$ cat src/rtl/srdl_counter_bank_if.sv
// Software access port of the counter bank: channel index, read/write strobes,
// write data, registered read data and read-valid pulse.
interface srdl_counter_bank_if #(
  parameter int unsigned NCH   = 4,
  parameter int unsigned WIDTH = 16
);
  localparam int unsigned AW = $clog2(NCH) + 1;

  logic [AW-1:0]    sw_addr;
  logic             sw_rd;
  logic             sw_wr;
  logic [WIDTH-1:0] sw_wdata;
  logic [WIDTH-1:0] sw_rdata;
  logic             sw_rvalid;

  modport master (
    output sw_addr, sw_rd, sw_wr, sw_wdata,
    input  sw_rdata, sw_rvalid
  );

  modport slave (
    input  sw_addr, sw_rd, sw_wr, sw_wdata,
    output sw_rdata, sw_rvalid
  );
endinterface

$ cat src/rtl/srdl_counter_bank.sv
// Bank of NCH SystemRDL-style counters behind one software access port.
// Each channel steps up/down by a per-channel amount, saturates or wraps,
// pulses overflow/underflow, and raises a sticky upward threshold-crossing status.
// Optional feature macro: SRDL_CNT_SNAPSHOT_EN -- a read of channel 0 snapshots all
// channels into a shadow bank that later reads of channels 1..NCH-1 return.
module srdl_counter_bank #(
  parameter int unsigned NCH       = 4,
  parameter int unsigned WIDTH     = 16,
  parameter int unsigned INCRWIDTH = 4,
  parameter int unsigned DECRWIDTH = 4,
  parameter int unsigned RESET     = 0,
  parameter bit          SATURATE  = 1'b1,
  parameter bit          RCLR      = 1'b0
) (
  input  logic                     clk,
  input  logic                     rst,
  input  logic [NCH-1:0]           incr,
  input  logic [NCH-1:0]           decr,
  input  logic [NCH*INCRWIDTH-1:0] incrvalue,
  input  logic [NCH*DECRWIDTH-1:0] decrvalue,
  input  logic [NCH*WIDTH-1:0]     threshold,
  srdl_counter_bank_if.slave       bus,
  input  logic [NCH-1:0]           intr_en,
  input  logic [NCH-1:0]           intr_clr,
  output logic [NCH-1:0]           intr_status,
  output logic                     intr,
  output logic [NCH-1:0]           overflow,
  output logic [NCH-1:0]           underflow,
  output logic [NCH*WIDTH-1:0]     q
);
  localparam int unsigned AW = $clog2(NCH) + 1;
  // Two guard bits: one for carry above the top, one as sign for borrow below zero.
  localparam int unsigned SW = WIDTH + 2;
  localparam logic [WIDTH-1:0] RST_VAL = WIDTH'(RESET);

  // A read that coincides with a write never clears anything.
  logic rd_only;
  assign rd_only = bus.sw_rd && !bus.sw_wr;

`ifdef SRDL_CNT_SNAPSHOT_EN
  logic [NCH*WIDTH-1:0] shadow;
  logic                 snap;
  assign snap = bus.sw_rd && (bus.sw_addr == '0);
`endif

  for (genvar g = 0; g < NCH; g++) begin : g_ch
    logic [WIDTH-1:0] cnt_q, cnt_d;
    logic             ovf_q, ovf_d;
    logic             unf_q, unf_d;
    logic             status_q, status_d;
    logic [WIDTH-1:0] thr;
    logic [SW-1:0]    base, step_up, step_dn, sum;
    logic             wr_hit, clr, set;

    assign thr     = threshold[g*WIDTH +: WIDTH];
    assign wr_hit  = bus.sw_wr && (bus.sw_addr == AW'(g));
`ifdef SRDL_CNT_SNAPSHOT_EN
    assign clr     = RCLR && rd_only && (bus.sw_addr == '0);
`else
    assign clr     = RCLR && rd_only && (bus.sw_addr == AW'(g));
`endif
    // Read-clear replaces the base, so same-cycle count events still land.
    assign base    = clr ? '0 : {2'b00, cnt_q};
    assign step_up = incr[g] ? SW'(incrvalue[g*INCRWIDTH +: INCRWIDTH]) : '0;
    assign step_dn = decr[g] ? SW'(decrvalue[g*DECRWIDTH +: DECRWIDTH]) : '0;
    assign sum     = base + step_up - step_dn;

    // Next count, range flags and threshold crossing.
    always_comb begin
      cnt_d = cnt_q;
      ovf_d = 1'b0;
      unf_d = 1'b0;
      set   = 1'b0;
      if (wr_hit) begin
        cnt_d = bus.sw_wdata;
      end else begin
        if (sum[SW-1]) begin
          unf_d = 1'b1;
          cnt_d = SATURATE ? '0 : sum[WIDTH-1:0];
        end else if (sum[WIDTH]) begin
          ovf_d = 1'b1;
          cnt_d = SATURATE ? '1 : sum[WIDTH-1:0];
        end else begin
          cnt_d = sum[WIDTH-1:0];
        end
        set = (cnt_q < thr) && (cnt_d >= thr);
      end
      status_d = set || (status_q && !intr_clr[g]);
    end

    // Per-channel state registers.
    always_ff @(posedge clk) begin
      if (rst) begin
        cnt_q    <= RST_VAL;
        ovf_q    <= 1'b0;
        unf_q    <= 1'b0;
        status_q <= 1'b0;
      end else begin
        cnt_q    <= cnt_d;
        ovf_q    <= ovf_d;
        unf_q    <= unf_d;
        status_q <= status_d;
      end
    end

`ifdef SRDL_CNT_SNAPSHOT_EN
    logic [WIDTH-1:0] shadow_q;

    // Shadow copy of the pre-update live value, captured on a channel-0 read.
    always_ff @(posedge clk) begin
      if (rst) begin
        shadow_q <= RST_VAL;
      end else if (snap) begin
        shadow_q <= cnt_q;
      end
    end

    assign shadow[g*WIDTH +: WIDTH] = shadow_q;
`endif

    assign q[g*WIDTH +: WIDTH] = cnt_q;
    assign overflow[g]         = ovf_q;
    assign underflow[g]        = unf_q;
    assign intr_status[g]      = status_q;
  end

  assign intr = |(intr_status & intr_en);

  logic [WIDTH-1:0] rd_val;
  logic [WIDTH-1:0] rdata_q;
  logic             rvalid_q;

  // Read mux; out-of-range indices match no channel and read as zero.
  always_comb begin
    rd_val = '0;
    for (int i = 0; i < NCH; i++) begin
      if (bus.sw_addr == AW'(i)) begin
`ifdef SRDL_CNT_SNAPSHOT_EN
        rd_val = (i == 0) ? q[i*WIDTH +: WIDTH] : shadow[i*WIDTH +: WIDTH];
`else
        rd_val = q[i*WIDTH +: WIDTH];
`endif
      end
    end
  end

  // Registered read response.
  always_ff @(posedge clk) begin
    if (rst) begin
      rdata_q  <= '0;
      rvalid_q <= 1'b0;
    end else begin
      rvalid_q <= bus.sw_rd;
      if (bus.sw_rd) begin
        rdata_q <= rd_val;
      end
    end
  end

  assign bus.sw_rdata  = rdata_q;
  assign bus.sw_rvalid = rvalid_q;
endmodule
$ cat src/flat_wrapper.sv
// flat-port wrapper written by rule: the top's interface ports become plain ports
module srdl_counter_bank_flat 
#(
  parameter int unsigned NCH       = 4,
  parameter int unsigned WIDTH     = 16,
  parameter int unsigned INCRWIDTH = 4,
  parameter int unsigned DECRWIDTH = 4,
  parameter int unsigned RESET     = 0,
  parameter bit          SATURATE  = 1'b1,
  parameter bit          RCLR      = 1'b0
)
  (clk, rst, incr, decr, incrvalue, decrvalue, threshold, intr_en, intr_clr, intr_status, intr, overflow, underflow, q, bus_sw_addr, bus_sw_rd, bus_sw_wr, bus_sw_wdata, bus_sw_rdata, bus_sw_rvalid);
  srdl_counter_bank_if #(.NCH(NCH), .WIDTH(WIDTH)) bus_i ();
  input  logic clk;
  input  logic rst;
  input  logic [NCH-1:0] incr;
  input  logic [NCH-1:0] decr;
  input  logic [NCH*INCRWIDTH-1:0] incrvalue;
  input  logic [NCH*DECRWIDTH-1:0] decrvalue;
  input  logic [NCH*WIDTH-1:0] threshold;
  input  logic [NCH-1:0] intr_en;
  input  logic [NCH-1:0] intr_clr;
  output logic [NCH-1:0] intr_status;
  output logic intr;
  output logic [NCH-1:0] overflow;
  output logic [NCH-1:0] underflow;
  output logic [NCH*WIDTH-1:0] q;
  input wire logic [$bits(bus_i.sw_addr)-1:0] bus_sw_addr;
  input wire logic [$bits(bus_i.sw_rd)-1:0] bus_sw_rd;
  input wire logic [$bits(bus_i.sw_wr)-1:0] bus_sw_wr;
  input wire logic [$bits(bus_i.sw_wdata)-1:0] bus_sw_wdata;
  output wire logic [$bits(bus_i.sw_rdata)-1:0] bus_sw_rdata;
  output wire logic [$bits(bus_i.sw_rvalid)-1:0] bus_sw_rvalid;
  assign bus_i.sw_addr = bus_sw_addr;
  assign bus_i.sw_rd = bus_sw_rd;
  assign bus_i.sw_wr = bus_sw_wr;
  assign bus_i.sw_wdata = bus_sw_wdata;
  assign bus_sw_rdata = bus_i.sw_rdata;
  assign bus_sw_rvalid = bus_i.sw_rvalid;
  srdl_counter_bank #(.NCH(NCH), .WIDTH(WIDTH), .INCRWIDTH(INCRWIDTH), .DECRWIDTH(DECRWIDTH), .RESET(RESET), .SATURATE(SATURATE), .RCLR(RCLR)) u_core (.clk(clk), .rst(rst), .incr(incr), .decr(decr), .incrvalue(incrvalue), .decrvalue(decrvalue), .threshold(threshold), .bus(bus_i), .intr_en(intr_en), .intr_clr(intr_clr), .intr_status(intr_status), .intr(intr), .overflow(overflow), .underflow(underflow), .q(q));
endmodule
$ cat config.mk
export PLATFORM = sky130hd
export DESIGN_NAME = srdl_counter_bank_flat
export DESIGN_NICKNAME = d
export VERILOG_FILES = /design/src/rtl/srdl_counter_bank_if.sv /design/src/rtl/srdl_counter_bank.sv /design/src/flat_wrapper.sv
export SDC_FILE = /design/constraint.sdc
export NUM_CORES = 1
export LEC_CHECK = 0
export ABC_CLOCK_PERIOD_IN_PS = 4900
export CORE_MARGIN = 2
export CORE_UTILIZATION = 45
export CTS_CLUSTER_DIAMETER = 30
export CTS_CLUSTER_SIZE = 16
export DETAILED_ROUTE_END_ITERATION = 16
export PLACE_DENSITY_LB_ADDON = 0.05
export SYNTH_ARGS = -nofsm -noshare
export SYNTH_HDL_FRONTEND = slang
export SYNTH_SLANG_ARGS = --single-unit
$ cat constraint.sdc
create_clock -name clk -period 4.9 [get_ports clk]
set_clock_uncertainty 0.05 [all_clocks]
set_input_delay 0.735 -clock clk [delete_from_list [all_inputs] [get_ports clk]]
set_output_delay 0.735 -clock clk [all_outputs]
set_load 0.02 [all_outputs]
# After elaboration in Yosys (flattened, before gate mapping)
# Cells that the tools add are included.
# totals
ff_bits	93
in_bits	135
wordCells	108
# op_classes
n_addsub	8
n_lt_le_gt_ge	8
eq_ne	3
mux	40
bitwise	1
n_reduce_logical	30
# op_table
op	n
$mux W16	20
$add A16 B18 Y18	4
$sub A18 B18 Y18	4
$ge A16 B16 Y1	4
$lt A16 B16 Y1	4
$mux W4	8
$logic_and A1 B1 Y1	12
$mux W1	12
$reduce_or A3 Y1	4
$reduce_or A2 Y1	4
$eq A3 B2 Y1 const B	2
$and A4 B4 Y4	1
$logic_not A1 Y1	4
$logic_or A1 B1 Y1	4
$reduce_or A4 Y1	1
$eq A3 B1 Y1 const B	1
$logic_not A3 Y1	1

# Longest topological paths before layout
# logic_depth
ltp_word	10
depth_mapped	22

# Least setup slack after synthesis
# OpenSTA, ideal clock, no wires.
# synth_path
path_kind	input to register
start	input port decrvalue[1]
end	register u_core.g_ch[0].status_q
setup_time_ps	58
t_arrival_ps	4857
t_required_ps	4792
setup_slack_ps	-64
path_stages	21
n_path_buf	1
cell_sequence	and2_1 -> fa_1 -> inv_1 -> fa_1 -> a211oi_2 -> o21bai_1 -> o21ai_2 -> nor4b_1 -> or4_4 -> xnor2_4 -> buf_6 -> nor2_1 -> nor2_1 -> ha_1 -> nand4_1 -> nor3_1 -> a21oi_1 -> o211ai_1 -> a41oi_1 -> a2111oi_0 -> a21o_1
# synth_between
elab_chain_len	9
# synth_lines
element	line_no	text
start, declared	flat_wrapper.sv:19	input logic [NCH*DECRWIDTH-1:0] decrvalue;
$mux W4 (*)	srdl_counter_bank.sv:65	assign step_dn = decr[g] ? SW'(decrvalue[g*DECRWIDTH +: DECRWIDTH]) : '0;
$sub A18 B18 Y18 (*)	srdl_counter_bank.sv:66	assign sum = base + step_up - step_dn;
$mux W16	srdl_counter_bank.sv:80	end else if (sum[WIDTH]) begin
$mux W16 (*)	srdl_counter_bank.sv:77	if (sum[SW-1]) begin
$mux W16 (*)	srdl_counter_bank.sv:74	if (wr_hit) begin
$ge A16 B16 Y1 (*)	srdl_counter_bank.sv:86	set = (cnt_q < thr) && (cnt_d >= thr);
$logic_and A1 B1 Y1 (*)	srdl_counter_bank.sv:86	
$mux W1 (*)	srdl_counter_bank.sv:74	
$logic_or A1 B1 Y1 (*)	srdl_counter_bank.sv:88	status_d = set || (status_q && !intr_clr[g]);
end signal, assigned	srdl_counter_bank.sv:102	status_q <= status_d;
end, declared	srdl_counter_bank.sv:50	logic status_q, status_d;
# Mark *: on every way between the ends. The rest lies on a longest branch, timed or not. The select of a mux whose other input is x is not followed.
# A chain may end at the register's enable or synchronous reset.

# Final worst setup path
# Ends and elaborated chain as after synthesis.

==> qor.yml <==
clock_tree:
  clk_pin_slew_ps: 70
  worstSkewPairLatency_ps: 360
  numCtsBuffers: 9
  cts_buffer_depth: 2
  cts.htree.levels: 3
  cts_num_sinks: 93
  holdBufCountCts: 0
  cts-root-buf: "clkbuf_16"
  cts_tree: "built"
critical_path:
  timing.rr.start: "u_core.g_ch[0].cnt_q[1]$_SDFF_PP0_"
  crit_arrival_ps: 5050
  crit_path_max_incr_delay_ps: 520
  r2r_cells: 21
  start_kind: "input pin"
  slowest_stage: "fa_1"
  worstSetupEndpointType: "flip-flop"
  cp_max_fo: 7
  cp_common_cell: "nor2_1"
  path_buf_inv: 3
  cp.required_ps: 5150
  crit_family: "compound AO/OA/AOI/OAI gates"
  ff2ff_setup_slack_ps: 220
  reg2reg_to: "u_core.g_ch[0].status_q$_SDFF_PP0_"
  crit_type: "input pin to flip-flop"
  crit_chain: "buf_2, and2_4, fa_1, inv_2, fa_2, a211oi_2, o21bai_2, o21ai_2, nor4b_2, or4_4, xnor2_4, buf_12, nor2_1, nor2_1, ha_1, nand4_1, nor3_2, a21oi_1, o211ai_1, a41oi_2, a2111oi_2, a21o_1"
logic_synthesis:
  netlist_area_sq_mm: 0.0108
  avgSynthCellArea_sq_um: 7.74
  async_flop_share_pct: 0
  ys.flop_type: "dfxtp_1"
  ys_ff_latch: 93
  syn_inst: 1394
  synth-edff-count: 0
  ys_seq_area_share_pct: 17.3
  synth_warnings: 0
  yosys.cell_types.count: 81
  synth_nets: 1741
drt:
  ant_nets: 0
  wl_met3_mm: 2.64
  wire_per_inst_microns: 19.0
  drt_first_pass_iters: 5
  top_layer: "met4"
  vias: 11400
  route.detailed.drc: 0
  drt_iter0_drc: 784
  via_per_inst: 5.51
  met1Wirelength_mm: 17.1
  wl_met2_mm: 18.4
  routed_wl_mm: 39.5
cells_and_area:
  final_core_utilization_pct: 65.0
  multi_input_area_sq_mm: 0.00836
  drive_gt1_share_pct: 17.4
  design_area_sq_mm: 0.0153
  final_cell_mix: "214 x clkdlybuf4s50_1, 187 x ha_1, 176 x inv_1"
  n_fill_cell: 2143
  register_area_sq_mm: 0.00186
  area_growth_pct: 41.5
  finalNetCount: 2097
  layout_commonest_cell: "clkdlybuf4s50_1"
timing:
  finalCriticalPeriod_ps: 4800
  rsz0062_at_grt: "true"
  slew_violations: 0
  max_freq_mhz: 208
  tightest_slew_ps: 1050
  hold_viol: 0
  setup_viol: 0
  finalCritPeriodShare_pct: 97.9
  relSlewSlack_pct: 29.9
  timing.hold.ws_ps: 460
place:
  placed_area_sq_mm: 0.0144
  gp_congestion: 0.948
  portBuffers: 228
  dp_hpwl_mm: 32.4
floorplan:
  die-height_microns: 159
  die_x_microns: 159
  num_rows: 56
  die_area_sq_mm: 0.0252
  ioPinCount: 229
  coreArea_sq_mm: 0.0235
  initial_core_util_pct: 45.9
run_status:
  status: "complete, no violations"
flow_run:
  drv_cap: 0
global_routing:
  grt_max_degree: 30
  grt_pass1_wl_mm: 60.8
  antenna_found_initial: 1
  grt_pass1_vias: 11400
  gr-total-overflow: 0
  globalRouteTotalUtil_pct: 30.5
hold_path:
  min_from: "u_core.bus.sw_rdata[11]$_SDFFE_PP0P_"
  whs_path_depth: 2
  hp-class: "flip-flop to flip-flop"
  min_to: "u_core.bus.sw_rdata[11]$_SDFFE_PP0P_"
## metal layers
layer,track usage [%],vias to the layer above
met3,5.15,73
met4,11.7,0
met1,39.1,5347
met5,0,-
li1,-,5618
met2,51.0,395
## synth_stat cells (3+ instances only)
cell type	count	area share (%)
nor2b_1	21	1.2
a21oi_1	105	4.9
o32ai_1	4	0.32
and2_1	22	1.3
nor2_1	164	5.7
a31oi_1	11	0.64
o21a_1	13	0.90
fa_1	16	3.0
xnor2_4	3	0.77
a2111oi_0	4	0.32
or3_1	6	0.35
buf_2	11	0.51
inv_1	184	6.4
buf_4	13	0.90
ha_1	196	23
nand3_1	12	0.56
a211o_1	13	1.1
and4_1	3	0.24
o21bai_1	7	0.49
o22ai_1	45	2.6
o21ai_1	7	0.32
mux4_2	5	1.0
a21o_1	42	2.9
nand2_1	61	2.1
o211ai_1	22	1.5
o21ai_0	76	3.5
a41oi_1	6	0.49
xnor2_1	38	3.1
a211oi_1	15	1.0
a311oi_1	3	0.24
o31a_1	3	0.24
clkbuf_1	30	1.0
nor3_1	11	0.51
dfxtp_1	93	17
nand2b_1	32	1.9
mux2i_1	11	1.0
xor2_1	15	1.2
and3_1	4	0.23
nand4_1	14	0.81
## logic make-up after synthesis
logic type | count (synthesis) | share of synthesized area, %
compound gates | 409 | 24.6
simple gates | 365 | 16.0
buf+inv | 242 | 9.14
fa+ha+maj | 212 | 25.7
flops | 93 | 17.3
xor+xnor | 57 | 5.22
mux | 16 | 2.07
## what timing repair did
action | CTS | global route
endpoints found under the setup margin | 4 | 4
resized for setup | 70 | 63
buffers inserted | 9 | 7
pin swaps | 36 | 64
gates cloned | 1 | 0
## worst register-to-register path: cells and delay by family, from the launching register on
kind            cells  cell delay (ps)
xor+xnor            1              180
buf+inv             3              300
flops               1              390
fa+ha+maj           3             1240
simple gates        6             1050
compound gates      8             1430
## stage by stage
step,TNS (ps),setup WS (ps),cells
2_1_floorplan,0,26.8,1394
3_3_place_gp,-2110,-798,2042
3_5_place_dp,-2340,-814,2042
4_1_cts,-31.4,-31.4,2068
5_1_grt,-191,-71.9,2075
6_report,0,103,2076
## worst max path at each step
stage | startpoint | slack [ps] | to | depth (start not counted)
global placement | decr[0] | -800 | u_core.g_ch[0].status_q$_SDFF_PP0_ | 22
detailed placement | decr[0] | -810 | u_core.g_ch[0].status_q$_SDFF_PP0_ | 22
CTS | decrvalue[3] | -30 | u_core.g_ch[0].status_q$_SDFF_PP0_ | 23
finish | decrvalue[1] | 100 | u_core.g_ch[0].status_q$_SDFF_PP0_ | 22
floorplan | decrvalue[1] | 30 | u_core.g_ch[0].status_q$_SDFF_PP0_ | 21
global route | decrvalue[1] | -70 | u_core.g_ch[0].status_q$_SDFF_PP0_ | 22
## final cells by class
cell class                 count  area share (%)
antenna                        2          0.0328
clock buffer                  11            1.59
clock inverter                 5           0.435
inverter                     185            4.55
multi-input combinational   1059            54.8
sequential                    93            12.2
tap                          319            2.62
timing repair buffer         402            23.8
## flip-flops by register name (all words and copies together), names as in the netlist
register,flops
u_core.g_ch.status_q,4
u_core.g_ch.cnt_q,64
u_core.g_ch.unf_q,4
u_core.bus.sw_rvalid,1
u_core.bus.sw_rdata,16
u_core.g_ch.ovf_q,4
Power is left out: the tool's default activity adds up to more than one toggle a clock period on the data nets, which glitch-free logic cannot reach.
